### src/rtl/trap_controller.sv
// trap_controller
//   Classifies synchronous exceptions coming from the decode stage and
//   NUM_EXT external fault sources. It resolves them by fixed priority and
//   latches the S-mode trap CSRs (scause, sepc, stval). It then runs the
//   trap-entry sequence: a FLUSH_CYCLES-long pipeline flush followed by a
//   ready/valid redirect to stvec. It also turns an sret in IDLE into a
//   redirect to sepc.
//
// Ports
//   clk, reset       clock, synchronous active-low reset
//   instr_valid      instruction/pc/mem_addr valid this cycle
//   instruction      instruction from ID (ILEN)
//   pc, mem_addr     pc of the instruction and load/store effective address
//   ext_exc          level-sensitive external exception requests (NUM_EXT)
//   stvec            trap vector base
//   sret             sret retiring this cycle
//   exception_flag   one-cycle pulse on trap capture
//   scause/sepc/stval latched trap CSRs
//   flush            pipeline flush request
//   redirect_valid/redirect_ready/redirect_pc  redirect handshake to fetch
//   busy             high while in FLUSH or REDIRECT
//   trap_count       saturating count of captured traps (CNT_W)
module trap_controller #(
  parameter int XLEN           = 64,
  parameter int ILEN           = 32,
  parameter int NUM_EXT        = 2,
  parameter int EXT_CAUSE_BASE = 24,
  parameter int FLUSH_CYCLES   = 2,
  parameter int CNT_W          = 16
) (
  input  logic               clk,
  input  logic               reset,
  input  logic               instr_valid,
  input  logic [ILEN-1:0]    instruction,
  input  logic [XLEN-1:0]    pc,
  input  logic [XLEN-1:0]    mem_addr,
  input  logic [NUM_EXT-1:0] ext_exc,
  input  logic [XLEN-1:0]    stvec,
  input  logic               sret,
  output logic               exception_flag,
  output logic [31:0]        scause,
  output logic [XLEN-1:0]    sepc,
  output logic [XLEN-1:0]    stval,
  output logic               flush,
  output logic               redirect_valid,
  input  logic               redirect_ready,
  output logic [XLEN-1:0]    redirect_pc,
  output logic               busy,
  output logic [CNT_W-1:0]   trap_count
);

  // The down-counter only has to hold FLUSH_CYCLES-1.
  localparam int FCW = (FLUSH_CYCLES > 1) ? $clog2(FLUSH_CYCLES) : 1;

  localparam logic [6:0] OPC_LOAD    = 7'b0000011;
  localparam logic [6:0] OPC_STORE   = 7'b0100011;
  localparam logic [6:0] OPC_ILLEGAL = 7'h7F;

  typedef enum logic [1:0] {
    IDLE     = 2'd0,
    FLUSH    = 2'd1,
    REDIRECT = 2'd2
  } state_t;

  state_t             state_r;
  state_t             state_next_s;
  logic [FCW-1:0]     flush_cnt_r;
  logic               capture_s;
  logic               sret_take_s;
  logic               exc_hit_s;
  logic [31:0]        exc_cause_s;
  logic [XLEN-1:0]    exc_tval_s;
  logic [6:0]         opcode_s;
  logic [1:0]         stvec_unused_s;

  logic               exception_flag_r;
  logic [31:0]        scause_r;
  logic [XLEN-1:0]    sepc_r;
  logic [XLEN-1:0]    stval_r;
  logic               flush_r;
  logic               redirect_valid_r;
  logic [XLEN-1:0]    redirect_pc_r;
  logic               busy_r;
  logic [CNT_W-1:0]   trap_count_r;

  // Access of 1<<funct3[1:0] bytes is misaligned when any low address bit
  // inside the access size is set.
  function automatic logic mem_misaligned(input logic [2:0] funct3,
                                          input logic [2:0] addr_lo);
    logic [2:0] mask;
    case (funct3[1:0])
      2'd0:    mask = 3'b000;
      2'd1:    mask = 3'b001;
      2'd2:    mask = 3'b011;
      default: mask = 3'b111;
    endcase
    return (addr_lo & mask) != 3'b000;
  endfunction

  // The vector is forced to 4-byte alignment, so the low bits are dropped.
  assign stvec_unused_s = stvec[1:0];
  assign opcode_s       = instruction[6:0];

  // Priority classification of the current exception condition.
  always_comb begin
    exc_hit_s   = 1'b0;
    exc_cause_s = 32'd0;
    exc_tval_s  = '0;
    if (instr_valid && (pc[1:0] != 2'b00)) begin
      exc_hit_s   = 1'b1;
      exc_cause_s = 32'd0;
      exc_tval_s  = pc;
    end else if (instr_valid && ((opcode_s == OPC_ILLEGAL) || (instruction == '0))) begin
      exc_hit_s   = 1'b1;
      exc_cause_s = 32'd2;
      exc_tval_s  = XLEN'(instruction);
    end else if (instr_valid && (instruction == ILEN'(32'h0000_0073))) begin
      exc_hit_s   = 1'b1;
      exc_cause_s = 32'd9;
      exc_tval_s  = '0;
    end else if (instr_valid && (opcode_s == OPC_LOAD) &&
                 mem_misaligned(instruction[14:12], mem_addr[2:0])) begin
      exc_hit_s   = 1'b1;
      exc_cause_s = 32'd4;
      exc_tval_s  = mem_addr;
    end else if (instr_valid && (opcode_s == OPC_STORE) &&
                 mem_misaligned(instruction[14:12], mem_addr[2:0])) begin
      exc_hit_s   = 1'b1;
      exc_cause_s = 32'd6;
      exc_tval_s  = mem_addr;
    end else if (ext_exc != '0) begin
      exc_hit_s  = 1'b1;
      exc_tval_s = mem_addr;
      // Scan downward so the lowest set index is the last one written.
      for (int i = NUM_EXT - 1; i >= 0; i--) begin
        if (ext_exc[i]) begin
          exc_cause_s = 32'(EXT_CAUSE_BASE + i);
        end else begin
          exc_cause_s = exc_cause_s;
        end
      end
    end else begin
      exc_hit_s = 1'b0;
    end
  end

  // Next-state logic; exceptions and sret are only looked at in IDLE.
  always_comb begin
    state_next_s = state_r;
    capture_s    = 1'b0;
    sret_take_s  = 1'b0;
    case (state_r)
      IDLE: begin
        if (exc_hit_s) begin
          capture_s    = 1'b1;
          state_next_s = FLUSH;
        end else if (sret) begin
          sret_take_s  = 1'b1;
          state_next_s = REDIRECT;
        end else begin
          state_next_s = IDLE;
        end
      end
      FLUSH: begin
        if (flush_cnt_r == '0) begin
          state_next_s = REDIRECT;
        end else begin
          state_next_s = FLUSH;
        end
      end
      REDIRECT: begin
        if (redirect_ready) begin
          state_next_s = IDLE;
        end else begin
          state_next_s = REDIRECT;
        end
      end
      default: begin
        state_next_s = IDLE;
      end
    endcase
  end

  // FSM state register.
  always_ff @(posedge clk) begin
    if (!reset) begin
      state_r <= IDLE;
    end else begin
      state_r <= state_next_s;
    end
  end

  // Registered outputs, trap CSRs, flush down-counter and trap counter.
  always_ff @(posedge clk) begin
    if (!reset) begin
      exception_flag_r <= 1'b0;
      scause_r         <= 32'd0;
      sepc_r           <= '0;
      stval_r          <= '0;
      flush_r          <= 1'b0;
      redirect_valid_r <= 1'b0;
      redirect_pc_r    <= '0;
      busy_r           <= 1'b0;
      trap_count_r     <= '0;
      flush_cnt_r      <= '0;
    end else begin
      exception_flag_r <= capture_s;
      flush_r          <= (state_next_s == FLUSH);
      redirect_valid_r <= (state_next_s == REDIRECT);
      busy_r           <= (state_next_s != IDLE);
      if (capture_s) begin
        scause_r      <= exc_cause_s;
        sepc_r        <= pc;
        stval_r       <= exc_tval_s;
        redirect_pc_r <= {stvec[XLEN-1:2], 2'b00};
        flush_cnt_r   <= FCW'(FLUSH_CYCLES - 1);
        if (trap_count_r != '1) begin
          trap_count_r <= trap_count_r + CNT_W'(1);
        end else begin
          trap_count_r <= trap_count_r;
        end
      end else if (sret_take_s) begin
        redirect_pc_r <= sepc_r;
      end else if ((state_r == FLUSH) && (flush_cnt_r != '0)) begin
        flush_cnt_r <= flush_cnt_r - FCW'(1);
      end else begin
        flush_cnt_r <= flush_cnt_r;
      end
    end
  end

  assign exception_flag = exception_flag_r;
  assign scause         = scause_r;
  assign sepc           = sepc_r;
  assign stval          = stval_r;
  assign flush          = flush_r;
  assign redirect_valid = redirect_valid_r;
  assign redirect_pc    = redirect_pc_r;
  assign busy           = busy_r;
  assign trap_count     = trap_count_r;

endmodule

### config.mk
export PLATFORM = sky130hd
export DESIGN_NAME = trap_controller
export DESIGN_NICKNAME = d
export VERILOG_FILES = /design/src/rtl/trap_controller.sv
export SDC_FILE = /design/constraint.sdc
export NUM_CORES = 1
export LEC_CHECK = 0
export CAP_MARGIN = 10
export CELL_PAD_IN_SITES_DETAIL_PLACEMENT = 0
export CELL_PAD_IN_SITES_GLOBAL_PLACEMENT = 1
export CORE_AREA = 2 2 182 184
export CTS_BUF_LIST = sky130_fd_sc_hd__clkbuf_8
export DETAILED_ROUTE_END_ITERATION = 6
export DIE_AREA = 0 0 184 186
export HOLD_SLACK_MARGIN = 0.03
export PLACE_DENSITY_LB_ADDON = 0.1
export SETUP_SLACK_MARGIN = 0.05
export SLEW_MARGIN = 20
export SYNTH_ARGS = -nofsm -noshare
export SYNTH_HDL_FRONTEND = slang
export SYNTH_SLANG_ARGS = --single-unit
### constraint.sdc
create_clock -name clk -period 3.7 [get_ports clk]
set_clock_uncertainty 0.05 [all_clocks]
set_input_delay 1.11 -clock clk [delete_from_list [all_inputs] [get_ports clk]]
set_output_delay 1.11 -clock clk [all_outputs]
set_load 0.02 [all_outputs]
# Word-level counts from Yosys, hierarchy flattened
# Cells that the tools add are included.
totals:
  regBits: 247
  latchBits: 0
  ramBits: 0
  romBits: 0
  output_inout_bits: 244
  elab_cells: 94
  mem_count: 0
op_classes:
  n_addsub: 2
  mul: 0
  div: 0
  order_cmp: 0
  eq_ne: 12
  shift: 0
  muxes: 43
  bitwise_logic: 3
  n_reduce_logical: 22
op_table:
  columns: ["operator", "count"]
  rows:
  - ["64-bit two-way mux", 8]
  - ["32-bit two-way mux", 7]
  - ["32-bit by 7-bit == test with 1-bit output (second input constant)", 1]
  - ["32-bit logical NOT", 1]
  - ["3-bit two-way mux", 7]
  - ["16-bit by 1-bit adder with 16-bit output (second input constant)", 1]
  - ["16-bit != test (second input constant)", 1]
  - ["1-bit two-way mux", 14]
  - ["2-bit nonzero test", 5]
  - ["3-bit case mux with 3 select lines", 1]
  - ["1-bit logical AND", 8]
  - ["2-bit two-way mux", 4]
  - ["7-bit by 2-bit == test with 1-bit output (second input constant)", 1]
  - ["7-bit by 6-bit == test with 1-bit output (second input constant)", 1]
  - ["7-bit == test (second input constant)", 1]
  - ["3-bit bitwise AND", 2]
  - ["2-bit by 1-bit == test with 1-bit output (second input constant)", 3]
  - ["2-bit == test (second input constant)", 3]
  - ["2-bit case mux with 3 select lines", 1]
  - ["3-bit nonzero test", 2]
  - ["5-bit two-way mux", 1]
  - ["2-bit logical NOT", 2]
  - ["2-bit AND reduction", 2]
  - ["2-bit != test (second input constant)", 1]
  - ["4 further kinds", 4]

# Depth between registers and ports, before layout
depth:
  ltp_word: 24
  ltp_mapped: 9
  ltp_nobuf: 7

# Worst setup path before layout
# Ideal clock, no wire load.
synth_timing:
  path_type: "input to register"
  from: "in instruction[2]"
  to: "reg redirect_pc_r[10] (netlist: redirect_pc[10])"
  setup_ps: 128
  arrival_time_ps: 3069
  t_required_ps: 3522
  path_slack_ps: 453
  path_stages: 9
  cell_sequence: "or4_1 > nor4_2 > or3_1 > clkbuf_2 > nor3_1 > buf_2 > buf_2 > a222oi_1 > nor2_1"
synth_via:
  elab_chain_cells: 11
  elab_cells_between_ends: 23
  cone_classes: "4 x eq/ne; 10 x mux; 9 x reduce/logical"
synth_lines:
  columns: ["element", "line", "text"]
  rows:
  - ["start: declaration", "34", "input logic [ILEN-1:0] instruction,"]
  - ["7-bit by 6-bit == test with 1-bit output", "126", "end else if (instr_valid && (opcode_s == OPC_STORE) &&"]
  - ["1-bit logical AND (2 in a row)", "126", null]
  - ["1-bit two-way mux", "126", null]
  - ["1-bit two-way mux", "121", "end else if (instr_valid && (opcode_s == OPC_LOAD) &&"]
  - ["1-bit two-way mux", "117", "end else if (instr_valid && (instruction == ILEN'(32'h0000_0073))) begin"]
  - ["1-bit two-way mux *", "113", "end else if (instr_valid && ((opcode_s == OPC_ILLEGAL) || (instruction == '0))) begin"]
  - ["1-bit two-way mux *", "109", "if (instr_valid && (pc[1:0] != 2'b00)) begin"]
  - ["1-bit two-way mux", "154", "if (exc_hit_s) begin"]
  - ["1-bit two-way mux", "152", "case (state_r)"]
  - ["64-bit two-way mux / 2-bit nonzero test (equally long branches)", null, null]
  - ["end signal: assignment", "215", "redirect_pc_r <= {stvec[XLEN-1:2], 2'b00};"]
  - ["end signal: assignment", "223", "redirect_pc_r <= sepc_r;"]
  - ["end: declaration", "82", "logic [XLEN-1:0] redirect_pc_r;"]
# Every way passes the cells marked *; elsewhere a longest branch is shown, timed or not.
# A chain may end at the register's enable or synchronous reset.

# Worst setup path in the final report
layout_timing:
  from: "in instruction[3]"
  to: "reg redirect_pc_r[29] (netlist: redirect_pc[29])"
# The elaborated chain is that of the path after synthesis.

==> metrics.md <==
| Metric | Value |
|---|---|
| Crit path kind | `input port to register` |
| Worst hold path type | `register to register` |
| Most common cell after layout, fill and taps aside | `clkdlybuf4s50_1` |
| Max Cap Violations | `0` |
| Cell count after synthesis | `1046` |
| RSZ-0062 raised after global routing | `false` |
| Worst path required time | `4.06 ns` |
| Layout cells sized above 1 | `0.0960` |
| Tot GR Track Use | `0.224` |
| Status | `finished, violations left` |
| DP Area | `about 0.014 mm²` |
| Vias | `10.0k` |
| Clock Latency Late Sink | `0.54 ns` |
| Die X | `184 µm` |
| WP data arrival | `3.77 ns` |
| Worst reg2reg path depth | `7` |
| Critical path startpoint category | `input port` |
| Final non-filler cell total | `~2.0k` |
| Register area share after synthesis | `0.492` |
| TritonCTS clock tree | `built` |
| Mean Syn Cell Area | `8.56 µm²` |
| Synth top area share | `0.492` |
| Clock buffer count from CTS | `43` |
| Syn. warnings | `0` |
| Dpl cells | `1881` |
| Min Clock Period, post-route | `3.40 ns` |
| Clock-pin transition on the worst setup and hold timing paths | `approximately 0.060 ns` |
| Die area | `0.0342 mm²` |
| Measured slew at the worst slew-check pin | `roughly 1.0 ns` |
| Overall power | `7440 µW` |
| Initial Utilization | `0.278` |
| Vias in the first global route | `9554` |
| Max-slew violation count | `0` |
| P&R area growth vs syn | `69.9%` |
| Cell taking the most area after synthesis | `dfxtp_1` |
| Seq cells post-synth | `220` |
| RD Place Congestion | `slightly below 0.8` |
| Netlist cell types | `47` |
| Drt via density | `5.11` |
| DRT Wirelength | `roughly 40000 µm` |
| Hold buffer count at CTS | `0` |
| Crit path launch | `instruction[3]` |
| Largest net degree at the start of global routing | `80` |
| ANT nets after route | `0` |
| Crit path capture type | `register` |
| CTS Buffer Depth | `3` |
| Mapped cell area | `between 0.008 and 0.009 mm²` |
| Setup crit end | `redirect_pc[29]` |
| Commonest non-fill, non-tap cells in the layout | `444 x clkdlybuf4s50_1, 220 x dfxtp_1, 179 x nand2_1, 110 x a21oi_1, 80 x nor2_1` |
| Dpl hpwl | `28900 µm` |
| Reg2reg start | `state_r[1]` |
| Slew Limit Headroom | `0.330` |
| Core area | `0.0322 mm²` |
| # diodes | `0` |
| VDD IR max | `about 0.26 mV` |
| Final Instance Area | `0.0152 mm²` |
| Drt pass-1 iters | `7` |
| GRT overflow | `0` |
| Die H | `186 µm` |
| Final Cycle Share | `0.920` |
| Setup_tns | `0 ns` |
| Port bufs | `445` |
| First-pass GRT wire length | `58700 µm` |
| R2r setup slk | `1.53 ns` |
| Post-synth EDFFs | `0` |
| Antenna violations before repair | `1` |
| Sink Count | `220` |
| P_leak | `0.00590 µW` |
| Fmax | `294 MHz` |
| Predominant post-synthesis flop cell | `dfxtp_1` |
| # rows | `66` |
| Nets | `between 1.5k and 2k` |
| Max FO, Critical Path | `41` |
| Largest cells by area after synthesis | `dfxtp_1 49%, nand2_1 7.5%, a222oi_1 6.9%, a21oi_1 6.1%, nand3_1 4.2%` |
| Failing checks | `DRC` |
| Fillers | `3197` |
| FF-to-FF End | `stval[32]` |
| Ys async rst share | `0` |
| Fin. Hold Viols | `0` |
| DRT iter0 DRCs | `652` |
| DRC viols | `2` |
| Root Driver | `clkbuf_8` |
| Hold_sp | `stval[48]` |
| H-tree Lvls | `2` |
| Post-layout util | `0.472` |
| PwrDens | `489 mW/mm²` |
| Final setup vio count | `0` |
| Routed len/inst | `20.9 µm` |
| Num ports | `475` |
-- flip-flops by register name (all words and copies together), names as in the netlist --
register and flops:
redirect_pc 64, sepc 64, stval 64, trap_count 16, scause 5, state_r 2
busy 1, exception_flag 1, flush 1, flush_cnt_r 1, redirect_valid 1
-- synth_stat cells (2+ instances only) --
cell type and instances:
dfxtp_1 220, nand2_1 179, a21oi_1 110, nor2_1 82
nand3_1 76, clkbuf_1 68, a222oi_1 62, o31ai_1 36
a22oi_1 32, buf_4 27, o221ai_1 25, buf_2 21
o21ai_0 14, nor3_1 11, or4_1 9, nand4_1 8
nor4_1 8, or3_1 8, o21a_1 6, inv_1 5
and3_1 4, buf_1 3, a211oi_1 2, mux2i_1 2
nor4_2 2, o211a_1 2, o211ai_1 2, o31a_1 2
xor2_1 2
-- cells by family after synthesis --
logic type	share of synthesized area
other	0.000419
AO/OA/AOI/OAI	0.241
adder cells (fa/ha/maj)	0.00140
flip-flops	0.492
buffers and inverters	0.0668
AND/OR/NAND/NOR	0.195
multiplexers	0.00224
XOR/XNOR	0.00196
-- layer usage --
layer	share of wire	global-route usage	up-vias
li1	-	-	4789
met1	0.40	0.269	4728
met2	0.48	0.385	439
met3	0.091	0.0710	58
met4	0.020	0.0605	2
met5	0.00032	0	-
-- cell type report --
type,instances,area [µm²],share of cell area
multi-input combinational,728,4120,0.271
clock buffer,52,716,0.0470
clock inverter,25,131,0.00864
tap,408,510,0.0336
sequential,220,4400,0.290
timing repair buffer,522,5310,0.349
inverter,5,21.3,0.00140
-- power breakdown --
| group | total [µW] | internal, µW | switching, µW |
|---|---|---|---|
| Clock | 2410 | 1340 | 1080 |
| Sequential | 2820 | 2640 | 180 |
| Combinational | 2210 | 1050 | 1150 |
| Total | 7440 | 5030 | 2410 |
-- timing repair --
action                                  in CTS  in global routing
gates resized for setup                      0                  1
endpoints found under the setup margin       0                 31
setup buffers                                0                  0
-- critical path: stages --
cell and delay [ns]:
clkdlybuf4s50_1 0.43, or4_1 0.55, nor4_2 0.37, buf_4 0.18
or3_1 0.09, buf_4 0.16, nor3_2 0.06, buf_4 0.28
a222oi_1 0.41, nor2_1 0.07
-- worst min path at each step --
| stage | endpoint | cells after the start |
|---|---|---|
| floorplan | flush | 1 |
| global placement | stval[39] | 2 |
| detailed placement | stval[44] | 2 |
| CTS | stval[63] | 2 |
| global route | stval[63] | 2 |
| finish | stval[48] | 2 |
-- through the flow --
step	hold slack, ns	worst slack, ns
after global placement	0.386	-0.414
after CTS	0.398	0.0766
after global routing	0.410	0.0817
after floorplan	0.441	0.453
final	0.395	0.298
after detailed placement	0.391	-0.485
Note: power is estimated with default switching activity, not from simulation.
